$ cat config.mk
export PLATFORM = sky130hd
export DESIGN_NAME = interp_sample_tx
export DESIGN_NICKNAME = d
export VERILOG_FILES = /design/src/rtl/interp_sample_tx.sv
export SDC_FILE = /design/constraint.sdc
export NUM_CORES = 1
export LEC_CHECK = 0
export BUFFER_PORTS_ARGS = -buffer_cell sky130_fd_sc_hd__buf_2
export CAP_MARGIN = 20
export CORE_MARGIN = 1.5
export CORE_UTILIZATION = 60
export DETAILED_ROUTE_END_ITERATION = 10
export GPL_TIMING_DRIVEN = 0
export PLACE_DENSITY = 0.78
export SLEW_MARGIN = 0
export SYNTH_ARGS = -nofsm -noshare
export SYNTH_HDL_FRONTEND = slang
export SYNTH_SLANG_ARGS = --single-unit
$ cat constraint.sdc
create_clock -name CLOCK -period 3.7 [get_ports CLOCK]
set_input_delay 0 -clock CLOCK [delete_from_list [all_inputs] [get_ports CLOCK]]
set_output_delay 0 -clock CLOCK [all_outputs]
set_load 0.02 [all_outputs]
$ cat src/rtl/interp_sample_tx.sv
// -----------------------------------------------------------------------------
// interp_sample_tx
//
// Sits after the interpolation filter. Each sample_rdy strobe pushes sample_in
// into a small FIFO. A transmit FSM pops one sample per frame and shifts it
// out MSB first to a serial DAC over CS/SCLK/SDATA. The divider sets the SCLK
// rate. When the filter outpaces the DAC, the FIFO absorbs bursts. Any sample
// that arrives while the FIFO is full is dropped, and a sticky overflow flag
// records the loss.
//
// Ports
//   CLOCK       system clock; all logic runs on its rising edge
//   RESET       synchronous, active-high reset
//   sample_rdy  one-cycle strobe; sample_in is valid this cycle
//   sample_in   interpolated sample (two's complement, sent verbatim)
//   fifo_count  current FIFO occupancy (registered)
//   fifo_full   fifo_count == FIFO_DEPTH (registered)
//   overflow    sticky drop flag; only RESET clears it
//   tx_busy     high in LOAD, SHIFT and GAP
//   dac_cs_n    frame select, active low
//   dac_sclk    serial clock, idle low; the DAC samples on its rising edge
//   dac_sdata   serial data, MSB first; changes only while dac_sclk is low
// -----------------------------------------------------------------------------
module interp_sample_tx #(
    parameter int DATA_W     = 16,
    parameter int FIFO_DEPTH = 8,
    parameter int CLK_DIV    = 4,
    parameter int FRAME_GAP  = 2
) (
    input  logic                          CLOCK,
    input  logic                          RESET,
    input  logic                          sample_rdy,
    input  logic [DATA_W-1:0]             sample_in,
    output logic [$clog2(FIFO_DEPTH):0]   fifo_count,
    output logic                          fifo_full,
    output logic                          overflow,
    output logic                          tx_busy,
    output logic                          dac_cs_n,
    output logic                          dac_sclk,
    output logic                          dac_sdata
);

    localparam int AW    = $clog2(FIFO_DEPTH);
    localparam int CW    = AW + 1;
    localparam int DIV_W = (CLK_DIV > 1) ? $clog2(CLK_DIV) : 1;
    localparam int BIT_W = (DATA_W > 1) ? $clog2(DATA_W) : 1;
    localparam int GAP_W = (FRAME_GAP > 1) ? $clog2(FRAME_GAP) : 1;

    localparam logic [CW-1:0]    FULL_CNT = CW'(FIFO_DEPTH);
    localparam logic [DIV_W-1:0] DIV_LAST = DIV_W'(CLK_DIV - 1);
    localparam logic [BIT_W-1:0] BIT_LAST = BIT_W'(DATA_W - 1);
    localparam logic [GAP_W-1:0] GAP_LAST = GAP_W'(FRAME_GAP - 1);

    typedef enum logic [1:0] {
        ST_IDLE  = 2'd0,
        ST_LOAD  = 2'd1,
        ST_SHIFT = 2'd2,
        ST_GAP   = 2'd3
    } state_t;

    state_t              state_q, state_d;
    logic [DATA_W-1:0]   sr_q, sr_d;
    logic [DIV_W-1:0]    div_q, div_d;
    logic [BIT_W-1:0]    bit_q, bit_d;
    logic [GAP_W-1:0]    gap_q, gap_d;
    logic                sclk_q, sclk_d;
    logic                cs_n_q, cs_n_d;
    logic                sdata_q, sdata_d;
    logic                busy_q, busy_d;

    logic [DATA_W-1:0]   mem_q [FIFO_DEPTH];
    logic [AW-1:0]       wr_ptr_q, wr_ptr_d;
    logic [AW-1:0]       rd_ptr_q, rd_ptr_d;
    logic [CW-1:0]       count_q, count_d;
    logic                full_q, full_d;
    logic                overflow_q, overflow_d;

    logic                pop_s;
    logic                push_s;

    // Transmit FSM next-state logic: pop, serial clock divider and shift register
    always_comb begin
        state_d = state_q;
        sr_d    = sr_q;
        div_d   = div_q;
        bit_d   = bit_q;
        gap_d   = gap_q;
        sclk_d  = sclk_q;
        pop_s   = 1'b0;
        case (state_q)
            ST_IDLE: begin
                sclk_d = 1'b0;
                if (count_q != '0) begin
                    pop_s   = 1'b1;
                    sr_d    = mem_q[rd_ptr_q];
                    state_d = ST_LOAD;
                end else begin
                    state_d = ST_IDLE;
                end
            end
            ST_LOAD: begin
                div_d   = '0;
                bit_d   = '0;
                sclk_d  = 1'b0;
                state_d = ST_SHIFT;
            end
            ST_SHIFT: begin
                if (div_q == DIV_LAST) begin
                    div_d  = '0;
                    sclk_d = ~sclk_q;
                    // A falling toggle ends one bit period. The next bit
                    // is presented while SCLK is low.
                    if (sclk_q) begin
                        sr_d  = {sr_q[DATA_W-2:0], 1'b0};
                        bit_d = bit_q + BIT_W'(1);
                        if (bit_q == BIT_LAST) begin
                            gap_d   = '0;
                            sclk_d  = 1'b0;
                            state_d = ST_GAP;
                        end else begin
                            state_d = ST_SHIFT;
                        end
                    end else begin
                        state_d = ST_SHIFT;
                    end
                end else begin
                    div_d = div_q + DIV_W'(1);
                end
            end
            ST_GAP: begin
                sclk_d = 1'b0;
                if (gap_q == GAP_LAST) begin
                    if (count_q != '0) begin
                        pop_s   = 1'b1;
                        sr_d    = mem_q[rd_ptr_q];
                        state_d = ST_LOAD;
                    end else begin
                        state_d = ST_IDLE;
                    end
                end else begin
                    gap_d = gap_q + GAP_W'(1);
                end
            end
            default: begin
                sclk_d  = 1'b0;
                state_d = ST_IDLE;
            end
        endcase
    end

    // Output pins are decoded from the next state so that they are registered
    always_comb begin
        cs_n_d  = 1'b1;
        sdata_d = 1'b0;
        busy_d  = (state_d != ST_IDLE);
        if ((state_d == ST_LOAD) || (state_d == ST_SHIFT)) begin
            cs_n_d  = 1'b0;
            sdata_d = sr_d[DATA_W-1];
        end else begin
            cs_n_d  = 1'b1;
            sdata_d = 1'b0;
        end
    end

    // FIFO bookkeeping. A pop in the same cycle frees a slot, so a write is still accepted when the FIFO is full.
    always_comb begin
        push_s     = sample_rdy && ((count_q != FULL_CNT) || pop_s);
        wr_ptr_d   = wr_ptr_q;
        rd_ptr_d   = rd_ptr_q;
        count_d    = count_q;
        if (push_s) begin
            wr_ptr_d = wr_ptr_q + AW'(1);
        end else begin
            wr_ptr_d = wr_ptr_q;
        end
        if (pop_s) begin
            rd_ptr_d = rd_ptr_q + AW'(1);
        end else begin
            rd_ptr_d = rd_ptr_q;
        end
        case ({push_s, pop_s})
            2'b10:   count_d = count_q + CW'(1);
            2'b01:   count_d = count_q - CW'(1);
            default: count_d = count_q;
        endcase
        full_d     = (count_d == FULL_CNT);
        overflow_d = overflow_q | (sample_rdy & ~push_s);
    end

    // Sample storage. The occupancy count qualifies the contents, so the storage needs no reset.
    always_ff @(posedge CLOCK) begin
        if (push_s) begin
            mem_q[wr_ptr_q] <= sample_in;
        end
    end

    // State, FIFO control and output registers. RESET aborts any frame in progress.
    always_ff @(posedge CLOCK) begin
        if (RESET) begin
            state_q    <= ST_IDLE;
            sr_q       <= '0;
            div_q      <= '0;
            bit_q      <= '0;
            gap_q      <= '0;
            sclk_q     <= 1'b0;
            cs_n_q     <= 1'b1;
            sdata_q    <= 1'b0;
            busy_q     <= 1'b0;
            wr_ptr_q   <= '0;
            rd_ptr_q   <= '0;
            count_q    <= '0;
            full_q     <= 1'b0;
            overflow_q <= 1'b0;
        end else begin
            state_q    <= state_d;
            sr_q       <= sr_d;
            div_q      <= div_d;
            bit_q      <= bit_d;
            gap_q      <= gap_d;
            sclk_q     <= sclk_d;
            cs_n_q     <= cs_n_d;
            sdata_q    <= sdata_d;
            busy_q     <= busy_d;
            wr_ptr_q   <= wr_ptr_d;
            rd_ptr_q   <= rd_ptr_d;
            count_q    <= count_d;
            full_q     <= full_d;
            overflow_q <= overflow_d;
        end
    end

    assign fifo_count = count_q;
    assign fifo_full  = full_q;
    assign overflow   = overflow_q;
    assign tx_busy    = busy_q;
    assign dac_cs_n   = cs_n_q;
    assign dac_sclk   = sclk_q;
    assign dac_sdata  = sdata_q;

endmodule

==> flow_summary.yaml <==
run_status:
  outcome: "completed"
logic_synthesis:
  synth-edff-count: 128
  synth_seq_cells: 172
  mappedNetlistArea_sq_mm: 0.00721
  ys.flop_type: "edfxtp_1"
  muxShareOfSynthArea_pct: 13.1
  yosysMostFrequentCell: "edfxtp_1"
  synth_nets: 489
  synth_top_cell_by_area: "edfxtp_1"
  ys_seq_area_share_pct: 65.5
  synth_top_family_by_area: "multiplexers"
  synth_xor_xnor_area_share_pct: 0.729
  synthAdderAreaFrac_pct: 2.71
  ys_types: 54
  synth-async-reset-ratio_pct: 0
  synth_top_cells_by_count: "edfxtp_1 (128), dfxtp_1 (44), nor2_1 (34)"
  syn_area_per_cell_sq_um: 15.9
  synthCells: 455
  synth-compound-area-share_pct: 9.16
  netlist_top_cells_area: "edfxtp_1 (53%), dfxtp_1 (12%), mux4_2 (10%), ha_1 (2.4%), mux2_2 (2.2%)"
  synth-warning-count: 0
  synth-simple-area-share_pct: 6.71
  synth_top_area_share_pct: 53.3
final_layout:
  insertedDiodeCount: 0
  fill_cells: 710
  area_growth_pct: 16.3
  drive_above_1_share_pct: 28.7
  final_util_pct: 72.5
  final_nets: 562
pwr:
  p_comb_share_pct: 27.3
  p_switching_w: 0.00178
  p_sw_share_pct: 31.9
  seq_power_share_pct: 43.6
  power_density_mw_per_mm2: 665
  clkPwrFrac_pct: 29.1
  ir_drop_uv: 512
  cellLeakagePower_nw: 2.93
  internal-power_w: 0.00380
cts:
  cts_htree_levels: 4
  cts_buffers: 17
  cts_tree: "yes"
  clk_pin_slew_ns: 0.07
  clock_latency_ns: 0.43
  cts-root-buf: "clkbuf_16"
  cts.sinks: 172
  clockBufferDepth: 2
  post_cts_buffers: 0
setup_path:
  max_stage_delay_ns: 0.51
  worstReg2RegEnd: "fifo_full"
  critPathLaunch: "state_q[0]"
  crit_fanout: 10
  startpoint_type: "register"
  required_ns: 4.07
  crit_path_end: "fifo_full"
  rr_startpoint: "state_q[0]"
  cp-end-kind: "register"
  rr_worst_depth: 11
  crit_chain: "inv_1 -> ha_1 -> clkbuf_1 -> clkbuf_1 -> nor3_1 -> fa_1 -> xor2_1 -> or3b_2 -> nand4b_1 -> o311a_1 -> and4b_1"
  rrSetupSlack_ns: 0.29
  critPathSlowestCell: "or3b_2"
  cp_data_arrival_time_ns: 3.78
  critPathKind: "register to register"
  crit_top_cell: "clkbuf_1"
route:
  num_vias: 4265
  dr.pass1.iters: 5
  drtIter0Drc: 380
  avgViaCountPerCell: 6.24
  ant_nets: 0
  drt_wl_total_microns: 14500
  drc: 0
  wire_per_inst_microns: 21.2
floorplanning:
  fp.coreArea_sq_mm: 0.0116
  die_area_sq_mm: 0.0127
  fp.dieW_microns: 113
  num_rows: 39
  start_util_pct: 62.4
  chipHeight_microns: 113
  ios: 29
global_routing:
  first_global_vias: 4363
  grt_remaining_overflow: 0
  grt_max_degree: 17
  grt_pass1_wl_microns: 23000
  antenna_found_initial: 0
  grt_usage_pct: 24.9
sta:
  final_hold_viol_count: 0
  slew_violations: 0
  skew_ns: 0.00754
  worst_pin_slew_ns: 0.932
  setup_violations: 0
  fin_crit_sh_pct: 92.3
  finalSetupTns_ns: 0
  fin_ws_ns: 0.286
  layout_min_cycle_time_ns: 3.41
  slew_headroom_pct: 37.5
  fmax_mhz: 293
  rsz0062_at_grt: "no"
placement:
  io_buffers: 27
  hpwl_microns: 9530
  gp_routability_congestion: 0.789
  dp_slack_ns: 0.313
run:
  maxCapViolations: 0
hold_path:
  hold_class: "primary input to register"
-- state kept, by name, indices dropped and copies added (netlist names), 2 cells and up, named ones only --
signal,flops
wr_ptr_q,3
mem_q,128
bit_q,4
div_q,2
state_q,2
fifo_count,4
sr_q,16
rd_ptr_q,3
-- how the worst min path moves through the flow --
stage,depth (start not counted),start,slack (ns),to
finish,4,sample_rdy,0.07,overflow
global route,4,sample_rdy,0.10,overflow
floorplan,0,sample_in[0],0.1,mem_q[0][0]
global placement,1,sample_in[7],0.26,mem_q[0][7]
CTS,4,sample_rdy,0.05,overflow
detailed placement,1,sample_in[13],0.27,mem_q[6][13]
-- layer usage --
| metal | up-vias | track usage [%] | routed length (microns) |
|---|---|---|---|
| met5 | - | 0 | 0 |
| met3 | 32 | 6.05 | 678 |
| li1 | 1952 | - | - |
| met4 | 0 | 10.5 | 405 |
| met2 | 125 | 42.4 | 7470 |
| met1 | 2156 | 30.5 | 5930 |
-- area by class of cell --
class | count | area (sq um) | area share [%]
plain buffers | 25 | 140 | 1.67
multi-input cells | 256 | 2370 | 28.3
well taps | 143 | 179 | 2.13
flip-flops and latches | 172 | 4720 | 56.3
clock inverters | 14 | 113 | 1.34
clock buffers | 18 | 429 | 5.12
inverters | 2 | 7.51 | 0.0895
repair buffers | 54 | 418 | 4.98
-- logic make-up (layout without fill, tap and decap cells) --
group / Yosys count / after routing
AOI/OAI and AO/OA: 90 / 90
xor gates and xnor gates: 6 / 6
adders and majority gates: 15 / 15
buffers and inverters: 27 / 113
DFF: 172 / 172
muxes: 53 / 53
and+or+nand+nor: 92 / 92
-- cell usage in the layout (no fill, tap or decap), types with 3 or more instances in the layout --
cell	n
inv_6	3
a21oi_1	15
dlygate4sd3_1	17
ha_1	14
a21o_1	14
dfxtp_1	44
nand2_1	13
mux2i_1	7
nor3_2	4
nor3_1	5
xor2_1	4
nor2_2	3
buf_2	34
clkbuf_1	11
clkbuf_16	17
nor4_1	4
edfxtp_1	128
mux2_2	14
mux4_2	32
buf_6	8
buf_4	8
o211ai_1	16
o21ai_0	5
nor2_1	31
nand2b_1	8
nor2b_1	5
nand3_1	4
clkinv_4	4
a21oi_2	10
a22oi_1	17
-- per-stage QoR --
| stage | std cells | power [W] | hold WS (ns) | area [sq um] |
|---|---|---|---|---|
| finish | 684 | 0.00558 | 0.0682 | 8390 |
| global route | 684 | 0.00583 | 0.102 | 8390 |
| CTS | 684 | 0.00559 | 0.0520 | 8390 |
| detailed placement | 635 | 0.00395 | 0.270 | 7670 |
| global placement | 625 | 0.00387 | 0.255 | 7530 |
| floorplan | 455 | 0.00357 | 0.0989 | 7210 |
-- worst max-delay path, delay by kind of cell, from the launching register on --
family	cells	cell delay [ns]
simple gates	4	1.02
xor+xnor	1	0.19
buf+inv	3	0.85
flops	1	0.44
compound gates	1	0.16
fa+ha+maj	2	0.72
-- power groups by stage --
stage | logic [W] | clock network (W) | registers, W
6_report | 0.00152 | 0.00162 | 0.00244
4_1_cts | 0.00152 | 0.00165 | 0.00243
2_1_floorplan | 0.00110 | 0 | 0.00246
5_1_grt | 0.00166 | 0.00172 | 0.00245
3_3_place_gp | 0.00142 | 0 | 0.00245
3_5_place_dp | 0.00148 | 0 | 0.00246
-- repair_timing --
action | CTS | global route
hold buffers | 17 | 0
gates resized for setup | 0 | 0
hold endpoints to repair | 132 | 0
Note: power is estimated with default switching activity, not from simulation.
